**src/rtl/sha_block_writer.sv**
```systemverilog
// rtl/sha_block_writer.sv - SHA-256 message packer/padder writing 512-bit blocks into block RAM
// Packs bytes big-endian, appends 0x80/zero fill/bit length, hands blocks off via valid/ack.
module sha_block_writer #(
   parameter int W     = 32,
   parameter int L     = 16,
   parameter int LEN_W = 64
) (
   input  logic                 clk,
   input  logic                 rst_n,
   input  logic                 in_valid,
   output logic                 in_ready,
   input  logic [7:0]           in_data,
   input  logic                 in_last,
   output logic                 wr_en,
   output logic [$clog2(L)-1:0] wr_addr,
   output logic [W-1:0]         wr_data,
   output logic                 blk_valid,
   output logic                 blk_last,
   input  logic                 blk_ack
);

   localparam int BPW = W / 8;
   localparam int NB  = L * BPW;
   localparam int PW  = $clog2(NB);
   localparam int AW  = $clog2(L);

   typedef enum logic [1:0] {LOAD, PAD, LEN, WAIT} state_t;

   state_t             state, nxt_state;
   logic [PW-1:0]      byte_pos, nxt_byte_pos;
   logic [W-9:0]       acc, nxt_acc;
   logic [LEN_W-1:0]   bit_len, nxt_bit_len;
   logic               pad_first, nxt_pad_first;
   logic               pad_pend, nxt_pad_pend;
   logic               len_phase, nxt_len_phase;
   logic               nxt_wr_en, nxt_blk_valid, nxt_blk_last;
   logic [AW-1:0]      nxt_wr_addr;
   logic [W-1:0]       nxt_wr_data;
   logic               take;
   logic [7:0]         pbyte;

   assign in_ready = (state == LOAD);

   always_ff @(posedge clk or negedge rst_n) begin
      if (!rst_n) begin
         state     <= LOAD;
         byte_pos  <= '0;
         acc       <= '0;
         bit_len   <= '0;
         pad_first <= 1'b0;
         pad_pend  <= 1'b0;
         len_phase <= 1'b0;
         wr_en     <= 1'b0;
         wr_addr   <= '0;
         wr_data   <= '0;
         blk_valid <= 1'b0;
         blk_last  <= 1'b0;
      end else begin
         state     <= nxt_state;
         byte_pos  <= nxt_byte_pos;
         acc       <= nxt_acc;
         bit_len   <= nxt_bit_len;
         pad_first <= nxt_pad_first;
         pad_pend  <= nxt_pad_pend;
         len_phase <= nxt_len_phase;
         wr_en     <= nxt_wr_en;
         wr_addr   <= nxt_wr_addr;
         wr_data   <= nxt_wr_data;
         blk_valid <= nxt_blk_valid;
         blk_last  <= nxt_blk_last;
      end
   end

   always_comb begin
      nxt_state     = state;
      nxt_byte_pos  = byte_pos;
      nxt_acc       = acc;
      nxt_bit_len   = bit_len;
      nxt_pad_first = pad_first;
      nxt_pad_pend  = pad_pend;
      nxt_len_phase = len_phase;
      nxt_wr_en     = 1'b0;
      nxt_wr_addr   = wr_addr;
      nxt_wr_data   = wr_data;
      nxt_blk_valid = blk_valid;
      nxt_blk_last  = blk_last;
      take          = 1'b0;
      pbyte         = 8'h00;

      case (state)
         LOAD: begin
            if (in_valid) begin
               take        = 1'b1;
               pbyte       = in_data;
               nxt_bit_len = bit_len + LEN_W'(8);
               if (in_last) begin
                  nxt_pad_first = 1'b1;
                  // Last byte filling the block: padding spills into a fresh block.
                  if (byte_pos == PW'(NB - 1)) begin
                     nxt_state    = WAIT;
                     nxt_blk_last = 1'b0;
                     nxt_pad_pend = 1'b1;
                  end else begin
                     nxt_state = PAD;
                  end
               end else if (byte_pos == PW'(NB - 1)) begin
                  nxt_state    = WAIT;
                  nxt_blk_last = 1'b0;
                  nxt_pad_pend = 1'b0;
               end
            end
         end
         PAD: begin
            take          = 1'b1;
            pbyte         = pad_first ? 8'h80 : 8'h00;
            nxt_pad_first = 1'b0;
            if (byte_pos == PW'(NB - 2*BPW - 1)) begin
               nxt_state     = LEN;
               nxt_len_phase = 1'b0;
            end else if (byte_pos == PW'(NB - 1)) begin
               nxt_state    = WAIT;
               nxt_blk_last = 1'b0;
               nxt_pad_pend = 1'b1;
            end
         end
         LEN: begin
            nxt_wr_en     = 1'b1;
            nxt_wr_addr   = len_phase ? AW'(L - 1) : AW'(L - 2);
            nxt_wr_data   = len_phase ? bit_len[W-1:0] : bit_len[2*W-1:W];
            nxt_len_phase = 1'b1;
            if (len_phase) begin
               nxt_state    = WAIT;
               nxt_blk_last = 1'b1;
            end
         end
         WAIT: begin
            if (!blk_valid) begin
               nxt_blk_valid = 1'b1;
            end else if (blk_ack) begin
               nxt_blk_valid = 1'b0;
               nxt_byte_pos  = '0;
               if (blk_last) begin
                  nxt_state    = LOAD;
                  nxt_bit_len  = '0;
                  nxt_blk_last = 1'b0;
               end else if (pad_pend) begin
                  nxt_state = PAD;
               end else begin
                  nxt_state = LOAD;
               end
            end
         end
         default: nxt_state = LOAD;
      endcase

      // Shared packer for message and pad bytes; a word is written after its 4th byte.
      if (take) begin
         nxt_acc      = {acc[W-17:0], pbyte};
         nxt_byte_pos = byte_pos + PW'(1);
         if (byte_pos[1:0] == 2'd3) begin
            nxt_wr_en   = 1'b1;
            nxt_wr_addr = byte_pos[PW-1 -: AW];
            nxt_wr_data = {acc, pbyte};
         end
      end
   end

endmodule
```
**config.mk**
```make
export PLATFORM = sky130hd
export DESIGN_NAME = sha_block_writer
export DESIGN_NICKNAME = d
export VERILOG_FILES = /design/src/rtl/sha_block_writer.sv
export SDC_FILE = /design/constraint.sdc
export NUM_CORES = 1
export LEC_CHECK = 0
export BUFFER_PORTS_ARGS = -buffer_cell sky130_fd_sc_hd__clkbuf_2
export CAP_MARGIN = 20
export CORE_UTILIZATION = 50
export DETAILED_ROUTE_END_ITERATION = 16
export PLACE_DENSITY = 0.68
export SLEW_MARGIN = 10
export SYNTH_ARGS = -nofsm -noshare
export SYNTH_HDL_FRONTEND = slang
export SYNTH_SLANG_ARGS = --single-unit
```
**constraint.sdc**
```tcl
create_clock -name clk -period 3.1 [get_ports clk]
set_clock_uncertainty 0.1 [all_clocks]
set_input_delay 0.31 -clock clk [delete_from_list [all_inputs] [get_ports clk]]
set_output_delay 0.31 -clock clk [all_outputs]
set_load 0.05 [all_outputs]
```
==> reports/results.ini <==
[worst_setup_path]
r2r-start = bit_len[14]$_DFFE_PN0P_
cp-start-kind = register
r2r_end = bit_len[51]$_DFFE_PN0P_
crit_fanout = 13
worst_r2r_path_depth = 5
ff2ff_setup_slack_ns = 0.41
crit_type = reg -> reg
crit_required_ns = 3.33
critPathArrivalTime_ns = 2.93
end_kind = register

[grt]
grt-ovfl-total = 0
grt_pass1_vias = 5446
grt_use_total = 0.271
antenna_found_initial = 0
grt_first_pass_wirelength_um = 29300
grt_max_degree = 71

[floorplanning]
fp-row-count = 41
ioPinCount = 53
die-width_um = 118
dieArea_um2 = 13800
fp.dieH_um = 118
start_util = 0.520
floorplan.core_area_um2 = 12800

[synthesis]
synth-edff-count = 0
yosysMostFrequentCell = dfrtp_1
yosys-top-cells-area = dfrtp_1 (51%), nand2_1 (6.5%), mux2i_1 (4.8%)
syn_nets = 754
syn-cell-area_um2 = 6680
syn-instance-count = 739
ys_types = 45
synth_area_per_cell_um2 = 9.03
yosysSeqAreaShare = 0.506
yosys_register_bits = 135
synth_top_cells_by_count = dfrtp_1 (135), nand2_1 (116), nor2_1 (83)
synth-main-ff-cell = dfrtp_1
synth_warnings = 0
synth_top_area_frac = 0.506
synth_largest_area_cell = dfrtp_1
async_flop_share = 1.00

[sta]
finalSetupTns_ns = 0
fmax_mhz = 372
slew_headroom = 0.562
tightestPinTransition_ns = 0.656
grt_setup_unrepaired = no
finalCritPeriodShare = 0.868
hold_viol = 0
setup_viol = 0
slew_viol_final = 0
period_needed_ns = 2.69

[placement]
place_inst = 943
placed_area_um2 = 7190
place_congestion = 0.856
place_hpwl_um = 12100
port_buffers = 52

[clock_network]
cts_tree = yes
cts_setup_buffers = 0
path_clk_slew_ns = 0.06
ctsResizeCount = 0
clk_latency_ns = 0.42
cts-root-buf = clkbuf_16
cts-hold-fix-buffers = 1
cts_buffers = 17
cts.htree.levels = 4
cts_sinks = 135
clockBufferDepth = 2

[finish]
design_area_um2 = 7850
drive_gt1_frac = 0.141
diodes = 0
fin_nets = 806
final_core_utilization = 0.612
syn2layout_area_growth_pct = 17.6
fin_cells = 975
fillers = 1104

[worst_hold_path]
min_from = in_data[4]
hold_path_end = acc[4]$_DFFE_PN0N_
min_path_type = in -> reg
whs_path_depth = 3

[power_and_ir_drop]
p_per_area_nw_per_um2 = 907
pwr-share-comb = 0.321
clockPowerShare = 0.312
seqPwrFrac = 0.367
total_power_uw = 7120
leakagePower_uw = 0.00344
switching_share = 0.401
ir_drop_v = 0.000530
netSwitchingPower_uw = 2860
internal_power_uw = 4260

[detailed_routing]
drcViolationCount = 0
drtPass1Iterations = 5
ant_nets = 0
num_vias = 5875
via_per_inst = 6.03
drtIter0Drc = 631
post_drt_wl_per_cell_um = 18.2
wirelength_um = 17800

[flow_run]
maxCapViolations = 0

[status]
outcome = finished clean

==> worst max-delay path, stage by stage, from the launching register on <==
cell and delay [ns]:
dfrtp_1 0.43, nand4_1 0.26, nor4_2 0.57, nand4_1 0.50, or4_1 0.56, a21oi_1 0.17
==> area by class of cell <==
| type | instances | area [um2] | area share |
|---|---|---|---|
| well taps | 172 | 215 | 0.0274 |
| inverters | 14 | 52.6 | 0.00670 |
| multi-input cells | 551 | 3110 | 0.396 |
| clock buffers | 17 | 425 | 0.0542 |
| clock inverters | 14 | 221 | 0.0282 |
| repair buffers | 72 | 444 | 0.0566 |
| flip-flops and latches | 135 | 3380 | 0.430 |
==> cells by family (layout without fill, tap and decap cells) <==
logic type,after synthesis,in the layout,synth area share
simple gates,338,338,0.244
compound gates,153,153,0.133
flops,135,135,0.506
buf+inv,53,117,0.0307
mux,32,32,0.0480
xor+xnor,26,26,0.0341
fa+ha+maj,2,2,0.00375
==> metrics by stage <==
step	hold WS [ns]	worst slack (ns)
2_1_floorplan	-0.0856	0.792
3_3_place_gp	0.244	0.510
3_5_place_dp	0.246	0.436
4_1_cts	0.00249	0.408
5_1_grt	0.0310	0.184
6_report	0.0127	0.409
==> state kept, by name (all words and copies together), names as in the netlist <==
name       flops
byte_pos       6
wr_en          1
pad_first      1
acc           24
blk_valid      1
len_phase      1
blk_last       1
bit_len       61
pad_pend       1
wr_addr        4
state          2
wr_data       32
==> routing by layer <==
metal  routed length (um)  global-route usage  part of all wire  vias up
met5                    0                   0                 0        -
met4                  278              0.0881             0.016        0
met3                 1060              0.0577             0.060       27
met2                 8170               0.395              0.46      208
met1                 8240               0.402              0.46     2901
li1                     -                   -                 -     2739
==> power by group through the flow <==
stage                     logic (uW)  registers, uW  clock network (uW)
after floorplan                 1050           3170                   0
after global placement          2230           2600                   0
after detailed placement        2260           2630                   0
after CTS                       2290           2610                2240
after global routing            2470           2670                2330
final                           2280           2610                2220
==> layout by cell type, fill, tap and decap left out, drive strengths merged, types with 2 or more instances in the layout <==
cell and count:
a221o 9, nor4 13, xor2 17, dfrtp 135, or2 4, and3 9, or3 26, nor2 83
a22o 4, o31ai 7, nand2 116, and2 4, bufinv 5, clkinvlp 3, and4 2, inv 17
clkinv 3, a221oi 4, a21oi 63, a31oi 3, buf 20, o21ai 54, clkbuf 68, ha 2
o31a 2, nand3 33, mux2i 32, or4 6, nor3 3, nand4 33, nand2b 2, xnor2 9
==> worst max-delay path by stage <==
| stage | startpoint | end | depth (start not counted) | slack, ns |
|---|---|---|---|---|
| after global routing | bit_len[14]$_DFFE_PN0P_ | bit_len[51]$_DFFE_PN0P_ | 5 | 0.18 |
| after floorplan | blk_valid$_DFFE_PN0P_ | bit_len[49]$_DFFE_PN0P_ | 6 | 0.79 |
| after global placement | in_valid | bit_len[37]$_DFFE_PN0P_ | 6 | 0.51 |
| after detailed placement | bit_len[14]$_DFFE_PN0P_ | bit_len[37]$_DFFE_PN0P_ | 5 | 0.44 |
| after CTS | bit_len[14]$_DFFE_PN0P_ | bit_len[37]$_DFFE_PN0P_ | 5 | 0.41 |
| final | bit_len[14]$_DFFE_PN0P_ | bit_len[51]$_DFFE_PN0P_ | 5 | 0.41 |
(Power assumes the default switching activity.)
